[config.mk]
export PLATFORM = sky130hd
export DESIGN_NAME = gpio_in_cond
export DESIGN_NICKNAME = d
export VERILOG_FILES = /design/src/rtl/gpio_in_cond_pkg.sv /design/src/rtl/gpio_debounce_bit.sv /design/src/rtl/gpio_in_cond.sv
export SDC_FILE = /design/constraint.sdc
export NUM_CORES = 1
export LEC_CHECK = 0
export BUFFER_PORTS_ARGS = -buffer_cell sky130_fd_sc_hd__buf_2
export CAP_MARGIN = 30
export CORE_ASPECT_RATIO = 0.8
export CORE_MARGIN = 1.5
export CORE_UTILIZATION = 50
export DETAILED_ROUTE_END_ITERATION = 12
export MAX_ROUTING_LAYER = met4
export PLACE_DENSITY = 0.85
export REMOVE_ABC_BUFFERS = 1
export SYNTH_ARGS = -nofsm -noshare
export SYNTH_HDL_FRONTEND = slang
export SYNTH_HIERARCHICAL = 1
export SYNTH_SLANG_ARGS = --single-unit
[constraint.sdc]
create_clock -name clk -period 1.7 [get_ports clk]
set_clock_uncertainty 0.15 [all_clocks]
set_input_delay 0 -clock clk [delete_from_list [all_inputs] [get_ports clk]]
set_output_delay 0 -clock clk [all_outputs]
set_load 0.05 [all_outputs]
[src/rtl/gpio_in_cond_pkg.sv]
//------------------------------------------------------------------------------
// Module : gpio_in_cond_pkg
// Brief  : Constants and types shared by the GPIO input conditioner.
// Rev    : 1.0  initial release
//------------------------------------------------------------------------------
`default_nettype none

package gpio_in_cond_pkg;

   localparam int GPIO_WIDTH              = 32;
   localparam int GPIO_DEB_CYCLES_DEFAULT = 4;
   localparam int GPIO_IRQ_BIT            = 5;

   typedef struct packed {
      logic rise;
      logic fall;
   } gpio_edge_t;

   function automatic int deb_cnt_w(input int deb_cycles);
      return $clog2(deb_cycles + 1);
   endfunction

endpackage : gpio_in_cond_pkg

`default_nettype wire

[src/rtl/gpio_debounce_bit.sv]
//------------------------------------------------------------------------------
// Module : gpio_debounce_bit
// Brief  : Two-flop synchroniser, persistence counter and edge pulses for one pin.
// Rev    : 1.0  initial release
//------------------------------------------------------------------------------
`default_nettype none

module gpio_debounce_bit
   import gpio_in_cond_pkg::*;
#(
   parameter int DEB_CYCLES = GPIO_DEB_CYCLES_DEFAULT
) (
   input  logic clk,
   input  logic rst,
   input  logic i_pin,
   output logic o_level,
   output logic o_rise,
   output logic o_fall
);

   localparam int              CNT_W      = deb_cnt_w(DEB_CYCLES);
   localparam logic [CNT_W-1:0] c_CNT_LAST = CNT_W'(DEB_CYCLES - 1);

   logic             r_sync1;
   logic             r_sync2;
   logic             r_stable;
   logic [CNT_W-1:0] r_cnt;
   logic             w_differs;
   logic             w_accept;

   assign w_differs = (r_sync2 != r_stable);
   assign w_accept  = w_differs && (r_cnt == c_CNT_LAST);

   always_ff @(posedge clk) begin
      if (rst) begin
         r_sync1  <= 1'b0;
         r_sync2  <= 1'b0;
         r_stable <= 1'b0;
         r_cnt    <= '0;
      end else begin
         r_sync1 <= i_pin;
         r_sync2 <= r_sync1;
         // Any return to the stable level restarts the persistence count.
         if (!w_differs) begin
            r_cnt <= '0;
         end else if (w_accept) begin
            r_stable <= r_sync2;
            r_cnt    <= '0;
         end else begin
            r_cnt <= r_cnt + 1'b1;
         end
      end
   end

   // Pulses describe the level change taking effect on the coming edge.
   assign o_level = r_stable;
   assign o_rise  = w_accept &  r_sync2;
   assign o_fall  = w_accept & ~r_sync2;

endmodule : gpio_debounce_bit

`default_nettype wire

[src/rtl/gpio_in_cond.sv]
//------------------------------------------------------------------------------
// Module : gpio_in_cond
// Brief  : Per-pin debounce, sticky W1C edge flags and masked registered irq.
// Rev    : 1.0  initial release
//------------------------------------------------------------------------------
`default_nettype none

module gpio_in_cond
   import gpio_in_cond_pkg::*;
#(
   parameter int WIDTH      = GPIO_WIDTH,
   parameter int DEB_CYCLES = GPIO_DEB_CYCLES_DEFAULT
) (
   input  logic             clk,
   input  logic             rst,
   input  logic [WIDTH-1:0] pins_in,
   input  logic             clr_we,
   input  logic [WIDTH-1:0] clr_data,
   input  logic [WIDTH-1:0] irq_mask,
   output logic [WIDTH-1:0] gp_in,
   output logic [WIDTH-1:0] rise_flags,
   output logic [WIDTH-1:0] fall_flags,
   output logic             irq
);

   gpio_edge_t       w_edge [WIDTH];
   logic [WIDTH-1:0] w_rise;
   logic [WIDTH-1:0] w_fall;
   logic [WIDTH-1:0] w_clr;
   logic [WIDTH-1:0] r_rise;
   logic [WIDTH-1:0] r_fall;
   logic             r_irq;

   for (genvar g = 0; g < WIDTH; g++) begin : g_lane
      gpio_debounce_bit #(
         .DEB_CYCLES (DEB_CYCLES)
      ) u_deb (
         .clk     (clk),
         .rst     (rst),
         .i_pin   (pins_in[g]),
         .o_level (gp_in[g]),
         .o_rise  (w_edge[g].rise),
         .o_fall  (w_edge[g].fall)
      );
      assign w_rise[g] = w_edge[g].rise;
      assign w_fall[g] = w_edge[g].fall;
   end

   assign w_clr = clr_we ? clr_data : '0;

   // A new edge ORs in after the clear, so it wins over a same-cycle clear.
   always_ff @(posedge clk) begin
      if (rst) begin
         r_rise <= '0;
         r_fall <= '0;
         r_irq  <= 1'b0;
      end else begin
         r_rise <= (r_rise & ~w_clr) | w_rise;
         r_fall <= (r_fall & ~w_clr) | w_fall;
         r_irq  <= |((r_rise | r_fall) & irq_mask);
      end
   end

   assign rise_flags = r_rise;
   assign fall_flags = r_fall;
   assign irq        = r_irq;

endmodule : gpio_in_cond

`default_nettype wire
# Word-level counts from Yosys, hierarchy flattened
# Cells that the tools add are included.
classes:
  n_bitwise: 135
  reduce_logical: 97
  multipliers: 0
  add_sub_neg: 32
  shifts: 0
  n_div: 0
  eq_ne: 64
  mux: 1
  order_cmp: 0
op_table:
  columns: ["cell", "n"]
  rows:
  - ["$add 3x1->3 const B", 32]
  - ["$and 32x32->32", 3]
  - ["$eq 3x2->1 const B", 32]
  - ["$or 32x32->32", 3]
  - ["$reduce_or 3->1", 32]
  - ["$and 1x1->1", 64]
  - ["$not 1->1", 64]
  - ["$reduce_and 2->1", 32]
  - ["$logic_and 1x1->1", 32]
  - ["$mux 32", 1]
  - ["$ne 1x1->1", 32]
  - ["$not 32->32", 1]
  - ["$reduce_or 32->1", 1]
totals:
  elab_cells: 460
  memories: 0
  inputBits: 99
  latch_bits: 0
  ff_bits: 257
  mem_bits_rw: 0
  out_inout_bits: 97
  rom_bits: 0

# Longest topological paths before layout
depth:
  ltp_word: 4
  depth_mapped: 6
  depth_no_buf: 6

# Cells and area by module
# Netlist, hierarchy kept.
by_module_without_submodules:
  columns: ["module", "cells_each", "seq_area_each_um2", "n_inst", "area_per_inst_um2"]
  rows:
  - ["gpio_debounce_bit", 20, 120.1, 32, 226.5]
  - ["gpio_in_cond", 278, 1301.2, 1, 2273.4]

# Worst setup path after synthesis
# OpenSTA, ideal clock, no wires.
synth_path:
  path_type: "register to register"
  from: "reg r_fall[2], in the netlist fall_flags[2]"
  to: "reg r_irq, in the netlist irq"
  setup_time_ps: 127
  n_path_buf: 0
  required_ps: 1423
  stages_incl_launch_ff: 5
  arrival_ps: 1093
  period_less_slack_ps: 1370
  setup_slack_ps: 330
  path_cell_list: "dfxtp_1 o21ai_2 nand4_1 nor4_1 a21oi_1"
synth_between:
  elab_chain_cells: 3
synth_lines:
  columns: ["element", "line", "text"]
  rows:
  - ["start: declaration", "gpio_in_cond.sv:31", "logic [WIDTH-1:0] r_fall;"]
  - ["start signal: assignment", "gpio_in_cond.sv:59", "r_fall <= (r_fall & ~w_clr) | w_fall;"]
  - ["$or 32x32->32", "gpio_in_cond.sv:60", "r_irq <= |((r_rise | r_fall) & irq_mask);"]
  - ["$and 32x32->32", "gpio_in_cond.sv:60", null]
  - ["$reduce_or 32->1", "gpio_in_cond.sv:60", null]
  - ["end signal: assignment", "gpio_in_cond.sv:60", null]
  - ["end: declaration", "gpio_in_cond.sv:32", "logic r_irq;"]
# Every way passes these cells.
# A chain may end at the register's enable or synchronous reset.

==> flow_metrics.env <==
export IMPL_whs_path_depth=3
export IMPL_coreArea_sq_mm=0.01839
export IMPL_status="finished, final reports clean"
export IMPL_ir_worst_vdd_mv=0.6422
export IMPL_drt_iter0_markers=307
export IMPL_gp_congestion=0.7707
export IMPL_fin_tns_setup_ns=0
export IMPL_grt_start_max_net_pins=55
export IMPL_ys_seq_area_frac=0.5404
export IMPL_critPathKind="reg -> reg"
export IMPL_first_pass_iters=6
export IMPL_reg2reg_slack_ns=0.21
export IMPL_fin_area_sq_mm=0.01279
export IMPL_drive_above_1_share=0.2432
export IMPL_hp_class="in -> reg"
export IMPL_fp_dieW_um=157.3
export IMPL_clk_pin_slew_ns=0.06
export IMPL_place_area_sq_mm=0.01090
export IMPL_io_buffers=195
export IMPL_fin_nets=1406
export IMPL_synth_avg_cell_area_sq_um=10.37
export IMPL_grt_pass1_vias=7444
export IMPL_tightestPinTransition_ns=0.4529
export IMPL_grt_ovfl_total=0
export IMPL_synth_area_leaders="dfxtp_1 54%, ha_1 8.4%, a21oi_1 5.1%, nor4b_2 5.0%, nor4_1 4.3%"
export IMPL_max_freq_mhz=672.4
export IMPL_rows=44
export IMPL_p_per_area_mw_per_mm2=969.2
export IMPL_cts_tree="yes"
export IMPL_r2r_end="fall_flags[6]"
export IMPL_vias_per_cell=5.048
export IMPL_cts_buffers_inserted=25
export IMPL_fin_crit_sh=0.8748
export IMPL_die_h_um=126.4
export IMPL_start_util=0.5178
export IMPL_syn_inst=918
export IMPL_insertion_delay_ns=0.51
export IMPL_areaGrowthSynthToFinish_pct=34.33
export IMPL_synth_top_area_share=0.5404
export IMPL_path_cells="ha_1, ha_1, and3b_2, a21oi_1, nor2_1"
export IMPL_ys_types=19
export IMPL_setup_violations=0
export IMPL_grtUsageTotal=0.2223
export IMPL_ys_seq_elements=257
export IMPL_power_leakage_nw=5.474
export IMPL_clkSinkCount=257
export IMPL_r2r_cells=5
export IMPL_clock_tree_buffer_depth=3
export IMPL_hold_ws_ns=0.07971
export IMPL_hold_viol_final=0
export IMPL_cp_data_required_time_ns=1.93
export IMPL_crit_top_cell="ha_1"
export IMPL_timing_slew_headroom=0.6981
export IMPL_grt_pass1_wl_mm=34.96
export IMPL_slew_violations=0
export IMPL_cp_arrival_ns=1.72
export IMPL_via_count=7633
export IMPL_antenna_found_initial=1
export IMPL_end_kind="flop"
export IMPL_die_area_sq_mm=0.01988
export IMPL_wl_per_cell_um=14.53
export IMPL_antenna_left=0
export IMPL_hpwlAfterDp_mm=13.24
export IMPL_drc=0
export IMPL_yosys_area_top_type="dfxtp_1"
export IMPL_ios=196
export IMPL_critPathMaxFanout=6
export IMPL_htree_levels=1
export IMPL_drv_cap=0
export IMPL_cp_start_kind="flop"
export IMPL_wl_mm=21.98
export IMPL_rsz0062_at_grt="no"
export IMPL_r2r_start="g_lane[6].u_deb/r_cnt[0]"
export IMPL_yosysWarnings=6
export IMPL_root_buffer="clkbuf_16"
export IMPL_hold_end="g_lane[17].u_deb/r_sync1"
export IMPL_critPathSlowestCell="dfxtp_1"
export IMPL_hold_path_startpoint="pins_in[17]"
export IMPL_post_route_min_period_ns=1.487
export IMPL_syn_cell_area_sq_mm=0.009520
export IMPL_slowest_delay_ns=0.32
==> registers in the layout, summed over array words and instances, names as in the netlist <==
register	flops
fall_flags	32
g_lane.u_deb/r_sync2	32
g_lane.u_deb/o_level	32
g_lane.u_deb/r_cnt	96
irq	1
g_lane.u_deb/r_sync1	32
rise_flags	32
==> per-layer routing <==
layer | track usage | vias up | part of all wire
met1 | 0.2528 | 3549 | 0.42
met5 | - | - | 0
met3 | 0.04271 | 42 | 0.054
met2 | 0.3985 | 185 | 0.50
met4 | 0.05882 | 0 | 0.024
li1 | - | 3857 | -
==> layout make-up <==
cell class                      instances  area, sq um
Sequential cell                       257         5145
Clock buffer                           36        726.9
Tap cell                              253        316.6
Multi-Input combinational cell        619         4199
Timing Repair Buffer                  308         2171
Antenna cell                            1        2.502
Clock inverter                          6        107.6
Fill cell                            1318         5599
Inverter                               32        120.1
==> report_power, final <==
part / leakage (nW) / total (mW) / internal (mW) / switching [mW]
sequential: 2.09 / 6.16 / 6.12 / 0.0451
clock: 0.407 / 5.60 / 3.40 / 2.20
combinational: 2.98 / 0.635 / 0.362 / 0.274
total: 5.47 / 12.4 / 9.88 / 2.52
==> through the flow <==
stage               std cells  setup WS (ns)  utilization  power, mW
floorplan                 908         0.3297            -      6.432
global placement         1364         0.2873       0.5928      6.710
detailed placement       1364         0.2604       0.5928      6.723
CTS                      1511         0.2074       0.6954      12.49
global route             1512         0.1262       0.6955      12.84
finish                   1512         0.2128       0.6955      12.39
==> worst max-delay path, delay by kind of cell (launching register included) <==
family                     cells  cell delay (ns)
adders and majority gates      2             0.48
DFF                            1             0.32
and+or+nand+nor                2             0.29
AOI/OAI and AO/OA              1             0.13
==> how the worst max path moves through the flow <==
stage | depth (start not counted) | start | endpoint | slack [ns]
finish | 5 | g_lane[6].u_deb/r_cnt[0] | fall_flags[6] | 0.21
global route | 4 | fall_flags[13] | irq | 0.13
CTS | 5 | g_lane[6].u_deb/r_cnt[0] | fall_flags[6] | 0.21
detailed placement | 5 | g_lane[6].u_deb/r_cnt[0] | fall_flags[6] | 0.26
global placement | 4 | fall_flags[13] | irq | 0.29
floorplan | 4 | fall_flags[2] | irq | 0.33
==> Yosys cell counts <==
library cell,n
and3b_2,32
xnor2_1,32
buf_2,6
inv_1,32
nor4_1,66
nor4b_2,32
a21oi_1,97
nor2b_1,64
dfxtp_1,257
o21ai_2,2
o21ai_1,18
ha_1,64
buf_4,3
clkbuf_1,1
nand2b_1,32
nor2_1,96
o21ai_0,12
nand4_1,8
nand2_1,64
==> cells in the final DEF (no fill, tap or decap) <==
cell and count:
buf_4 2, nor4_1 66, and3b_2 32, o21ai_2 2
nor4b_2 32, buf_2 194, nor2b_1 64, bufinv_16 3
o21ai_1 18, dlygate4sd3_1 105, nand2_1 64, nand4_1 8
buf_12 6, clkbuf_8 7, clkinvlp_4 1, diode_2 1
dfxtp_1 257, nor2_1 96, clkbuf_1 5, xnor2_1 32
nand2b_1 32, clkinv_2 2, clkbuf_16 25, o21ai_0 12
inv_1 32, ha_1 64, a21oi_1 97
==> timing repair <==
| item | 4_1_cts | 5_1_grt |
|---|---|---|
| endpoints found under the hold margin | 129 | 0 |
| buffers inserted | 0 | 0 |
| hold buffers | 105 | 0 |
| resized for setup | 0 | 0 |
==> logic make-up after synthesis <==
group / Yosys count / synth area share
buf+inv: 42 / 0.01853
xor+xnor: 32 / 0.02944
simple gates: 394 / 0.2589
compound gates: 129 / 0.06860
flops: 257 / 0.5404
fa+ha+maj: 64 / 0.08411
Power figures use the tool's default switching activity.
